[config.mk]
export PLATFORM = sky130hd
export DESIGN_NAME = const_unit_ext
export DESIGN_NICKNAME = d
export VERILOG_FILES = /design/src/rtl/const_unit_ext.sv
export SDC_FILE = /design/constraint.sdc
export NUM_CORES = 1
export LEC_CHECK = 0
export CAP_MARGIN = 10
export CORE_UTILIZATION = 28
export CTS_BUF_LIST = sky130_fd_sc_hd__clkbuf_8
export CTS_CLUSTER_DIAMETER = 30
export DETAILED_ROUTE_END_ITERATION = 7
export GPL_ROUTABILITY_DRIVEN = 0
export HOLD_SLACK_MARGIN = 0.12
export PLACE_DENSITY = 0.68
export SLEW_MARGIN = 20
export SYNTH_ARGS = -nofsm -noshare
export SYNTH_HDL_FRONTEND = slang
export SYNTH_SLANG_ARGS = --single-unit
[constraint.sdc]
create_clock -name clk -period 1.2 [get_ports clk]
set_input_delay 0.12 -clock clk [delete_from_list [all_inputs] [get_ports clk]]
set_output_delay 0.12 -clock clk [all_outputs]
set_load 0.005 [all_outputs]
[src/rtl/const_unit_ext.sv]
// Registered immediate-extension unit: sign/zero-extends a final immediate, optionally
// prefixed by earlier words, to DATA_W bits. Prefix support is enabled by CONST_UNIT_PREFIX_EN.
module const_unit_ext #(
  parameter int IMM_W      = 6,
  parameter int DATA_W     = 16,
  parameter int MAX_PREFIX = 2
) (
  input  logic              clk,
  input  logic              rst_n,
  input  logic              in_valid,
  input  logic [IMM_W-1:0]  imm_in,
  input  logic              prefix,
  input  logic              cs,
  input  logic              flush,
  output logic              out_valid,
  output logic [DATA_W-1:0] const_out,
  output logic              prefix_pending,
  output logic              prefix_ovf
);

  localparam int ACC_W = MAX_PREFIX * IMM_W;
  localparam int TOT_W = ACC_W + IMM_W;
  localparam int EXT_W = (TOT_W > DATA_W) ? TOT_W : DATA_W;
  localparam int CNT_W = $clog2(MAX_PREFIX + 1);

  // Extend the low n bits of raw: bit n-1 is replicated upward when sgn is set.
  function automatic logic [EXT_W-1:0] extend_f(input logic [EXT_W-1:0] raw, input int n,
                                                input logic sgn);
    logic [EXT_W-1:0] mask;
    logic [EXT_W-1:0] one;
    one  = {{(EXT_W-1){1'b0}}, 1'b1};
    mask = {EXT_W{1'b1}} >> (EXT_W - n);
    if (sgn && ((raw & (one << (n - 1))) != {EXT_W{1'b0}})) begin
      return raw | ~mask;
    end else begin
      return raw & mask;
    end
  endfunction

  logic              final_accept_s;
  logic [EXT_W-1:0]  raw_s;
  logic [EXT_W-1:0]  ext_s;
  int                n_s;
  logic              out_valid_r;
  logic [DATA_W-1:0] const_r;

`ifdef CONST_UNIT_PREFIX_EN
  logic [ACC_W-1:0] acc_r, acc_nxt_s;
  logic [CNT_W-1:0] cnt_r, cnt_nxt_s;
  logic             ovf_r, ovf_nxt_s;
  logic             prefix_accept_s;
  logic [TOT_W-1:0] cat_s;

  assign cat_s           = {acc_r, imm_in};
  assign prefix_accept_s = in_valid & prefix & ~flush;
  assign final_accept_s  = in_valid & ~prefix & ~flush;
  assign raw_s           = EXT_W'(cat_s);

  // Prefix accumulator next state; a full accumulator drops its oldest word.
  always_comb begin
    acc_nxt_s = acc_r;
    cnt_nxt_s = cnt_r;
    ovf_nxt_s = 1'b0;
    if (flush || final_accept_s) begin
      acc_nxt_s = {ACC_W{1'b0}};
      cnt_nxt_s = {CNT_W{1'b0}};
    end else if (prefix_accept_s) begin
      acc_nxt_s = cat_s[ACC_W-1:0];
      if (cnt_r == CNT_W'(MAX_PREFIX)) begin
        ovf_nxt_s = 1'b1;
      end else begin
        cnt_nxt_s = cnt_r + CNT_W'(1);
      end
    end else begin
      acc_nxt_s = acc_r;
    end
  end

  // Raw field width grows by one word per pending prefix.
  always_comb begin
    n_s = (int'(cnt_r) + 1) * IMM_W;
  end

  // Prefix state registers.
  always_ff @(posedge clk or negedge rst_n) begin
    if (!rst_n) begin
      acc_r <= {ACC_W{1'b0}};
      cnt_r <= {CNT_W{1'b0}};
      ovf_r <= 1'b0;
    end else begin
      acc_r <= acc_nxt_s;
      cnt_r <= cnt_nxt_s;
      ovf_r <= ovf_nxt_s;
    end
  end

  assign prefix_pending = (cnt_r != {CNT_W{1'b0}});
  assign prefix_ovf     = ovf_r;
`else
  // The prefix flag has no effect in this build; every valid word is final.
  assign final_accept_s = in_valid & ~flush & (prefix | ~prefix);
  assign raw_s          = EXT_W'(imm_in);

  // Fixed single-word field width.
  always_comb begin
    n_s = IMM_W;
  end

  assign prefix_pending = 1'b0;
  assign prefix_ovf     = 1'b0;
`endif

  // Extension of the assembled field.
  always_comb begin
    ext_s = extend_f(raw_s, n_s, cs);
  end

  // Output registers; const_out holds until the next final word.
  always_ff @(posedge clk or negedge rst_n) begin
    if (!rst_n) begin
      out_valid_r <= 1'b0;
      const_r     <= {DATA_W{1'b0}};
    end else begin
      out_valid_r <= final_accept_s;
      if (final_accept_s) begin
        const_r <= ext_s[DATA_W-1:0];
      end
    end
  end

  assign out_valid = out_valid_r;
  assign const_out = const_r;

endmodule

### Yosys cells after proc, flatten, opt, wreduce, memory -nomap -nowiden

Cells that the tools add are included.

| word-level totals | value |
|---|---|
| register bits after elaboration | 17 |
| bits in latches | 0 |
| RAM bits | 0 |
| ROM bits | 0 |
| input bits | 12 |
| output and inout port bits | 19 |
| memories | 0 |

| cells by class | value |
|---|---|
| $add $sub $neg | 0 |
| $mul | 0 |
| div/mod/pow operators | 0 |
| magnitude comparators | 0 |
| equality and inequality tests | 0 |
| shifts and indexed selects | 0 |
| mux-type cells | 1 |
| bitwise gates (word level) | 2 |
| reductions and logical operators | 1 |

Operators by type and width:

| kind | number |
|---|---|
| 16-bit two-way mux | 1 |
| 1-bit AND | 1 |
| 1-bit logical AND | 1 |
| 1-bit inverter | 1 |

### Depth between registers and ports, before layout

| logic depth | value |
|---|---|
| depth after elaboration | 2 |
| depth in mapped cells | 3 |
| gate-level depth less buffers | 2 |

### Worst setup path after synthesis

No wires, ideal clock.

| timing | value |
|---|---|
| kind | input -> register |
| start point | input in_valid |
| end point | register const_r[0] (netlist: const_out[0]) |
| arrival | 662 ps |
| slack | 413 ps |
| stages | 3 |
| buffers on the path | 1 |
| path through | nor2b_4 > buf_6 > mux2_4 |

| between the ends | value |
|---|---|
| cells in the longest elaborated chain, start to end | 1 |

RTL lines:

| element | RTL line | source |
|---|---|---|
| start, declared | 10 | `input logic in_valid,` |
| 1-bit AND | 101 | `assign final_accept_s = in_valid & ~flush & (prefix \| ~prefix);` |
| net final_accept_s | 40 | `logic final_accept_s;` |
| end signal, assigned | 122 | `const_r <= {DATA_W{1'b0}};` |
| end signal, assigned | 126 | `const_r <= ext_s[DATA_W-1:0];` |
| end, declared | 45 | `logic [DATA_W-1:0] const_r;` |

The timed path passes the listed nets, and every way through them passes these cells.
A chain may end at the register's enable or synchronous reset.

### Worst setup path after layout

| timing | value |
|---|---|
| start point | register out_valid_r (netlist: out_valid) |
| end point | output out_valid |

RTL lines:

| element | RTL line | source |
|---|---|---|
| start, declared | 44 | `logic out_valid_r;` |
| start signal, assigned | 124 | `out_valid_r <= final_accept_s;` |
| end, declared | 15 | `output logic out_valid,` |

No word-level cell between the ends.

==> run metrics <==
run status finished, final reports clean; PwrDens 1270 nW/um^2; Total Wirelength 693 um; clock skew 0 ns; crit-path cells clkdlybuf4s50_1; detailed placer's ending HPWL 552 um; slowest CP cell clkdlybuf4s50_1; Multi-input gate area 125 sq um; startpoint types flip-flop; Total GRT Usage 0.119; VDD IR max 0.551 mV; drt pass-1 iters 1; Final min period 1.14 ns; CTS tree done; port buffer count 27; CP Capture Type output pin; endpoints failing hold 0; area of the core 1350 sq um; Buf/Inv on CP 1; die area 1660 sq um; RSZ-0062 raised after global routing no; Final Slew Violations 0; sequential fraction of the synthesis area 0.478; fillers 131; Yosys cell types 9; Ant. Diodes 0; Worst-Skew Late Latency 0.22 ns; hold_ws 0.169 ns; Yosys reg bits 8; vias in the first global route 270; Setup CP Type flip-flop to output pin; height of the die 40.7 um; CP Launch Point out_valid$_DFF_PN0_; DRC 0; initial antenna violation count 0; Register Area 201 sq um; H-tree Lvls 1; routed vias 281; Top Ports 31; Final Cycle Share 0.954; CTS buffer count 3; Worst Path Arrival 1.02 ns; P&R area growth vs syn 64.8%; yosys warns 0; fmax 0.874 GHz; MaxCap Viol Count 0; global route overflow 0; Largest stage delay, worst path 0.49 ns; Via density 4.13; CTS Sinks 8; DP Worst Slack -0.118 ns; first-pass GRT wire length 1150 um; Worst EP required 1.08 ns; FP Rows 13; starting density of the core 0.310; setup violators final 0; drt initial violations 0; reg2reg start const_out[2]$_DFFE_PN0P_; Leakage 0.376 nW; WP depth 1; r2r worst-path depth 2; CP top delay family buffers and inverters; Final WS setup 0.0554 ns; Fin Setup TNS 0 ns; largest net degree at the start of global routing 12; Nets 67; Synth Instances 31; die width 40.7 um; CTS clock-pin slew for the worst setup and hold paths 0.04 ns; Worst Hold Class primary input to asynchronous set/reset pin; syn_area_per_cell 13.5 sq um; post-synth design cell area 419 sq um; Antenna Nets Post-Route 0; critical path fanouts, max 1; clock root buffer clkbuf_8; layout cells sized above 1 0.264; clk buf depth 2; DR WL/cell 10.2 um
==> stage by stage <==
stage	utilization	total power [W]	instance area [sq um]	cells
after floorplan	-	0.000470	423	32
after global placement	0.478	0.000608	646	64
after detailed placement	0.478	0.000612	646	64
after CTS	0.499	0.000902	673	67
after global routing	0.512	0.000945	691	68
final	0.512	0.000879	691	68
==> timing repair <==
action / CTS / global route
gates resized for setup: 13 / 4
buffers inserted: 0 / 1
gates cloned: 0 / 0
hold buffers: 0 / 0
setup endpoints to repair: 12 / 4
==> power breakdown <==
part / internal (W) / switching, W / total, W / leakage, nW
registers: 0.000308 / 0.0000236 / 0.000332 / 0.0948
clock network: 0.000216 / 0.0000950 / 0.000311 / 0.0216
logic: 0.000169 / 0.0000666 / 0.000236 / 0.260
total: 0.000694 / 0.000185 / 0.000879 / 0.376
==> cell type report <==
class / count / area share
Sequential cell: 8 / 0.292
Timing Repair Buffer: 30 / 0.435
Inverter: 1 / 0.00543
Tap cell: 15 / 0.0272
Multi-Input combinational cell: 11 / 0.181
Clock buffer: 3 / 0.0598
==> synth_stat cells <==
cell	n	area, sq um
buf_6	1	11.3
nor2b_4	1	13.8
conb_1	1	3.75
inv_1	1	3.75
mux2_4	6	90.1
buf_4	11	82.6
mux2i_1	1	10.0
nand2_1	1	3.75
dfrtp_1	8	200
==> per-layer routing <==
layer | track usage | vias up | wire length (um)
li1 | - | 129 | -
met1 | 0.120 | 131 | 255
met2 | 0.179 | 21 | 358
met3 | 0.0652 | 0 | 79
met4 | 0.100 | 0 | 0
met5 | 0 | - | 0
==> final timing paths <==
check	end	slack (ns)
max	out_valid	0.06
min	const_out[4]$_DFFE_PN0P_	0.17
max reg2reg	const_out[2]$_DFFE_PN0P_	0.33
min reg2reg	const_out[0]$_DFFE_PN0P_	0.50
max in group asynchronous	const_out[14]$_DFFE_PN0P_	0.76
min in group clk	const_out[14]$_DFFE_PN0P_	0.45
==> cell families after synthesis <==
group,after synthesis,synth area share
flops,8,0.478
mux,7,0.239
simple gates,2,0.0418
buf+inv,13,0.233
other cells,1,0.00895
==> registers in the layout (all words and copies together) (netlist names) <==
register	cells
const_out	7
out_valid	1
==> cells in the final DEF (no fill, tap or decap), drive strengths merged <==
cell type       n
conb            2
buf             3
mux2            6
dfrtp           8
mux2i           1
dlygate4sd2    12
inv             1
nand2           1
clkbuf          3
clkdlybuf4s50  11
nor2b           1
dlymetal6s2s    4
Power figures use the tool's default switching activity.
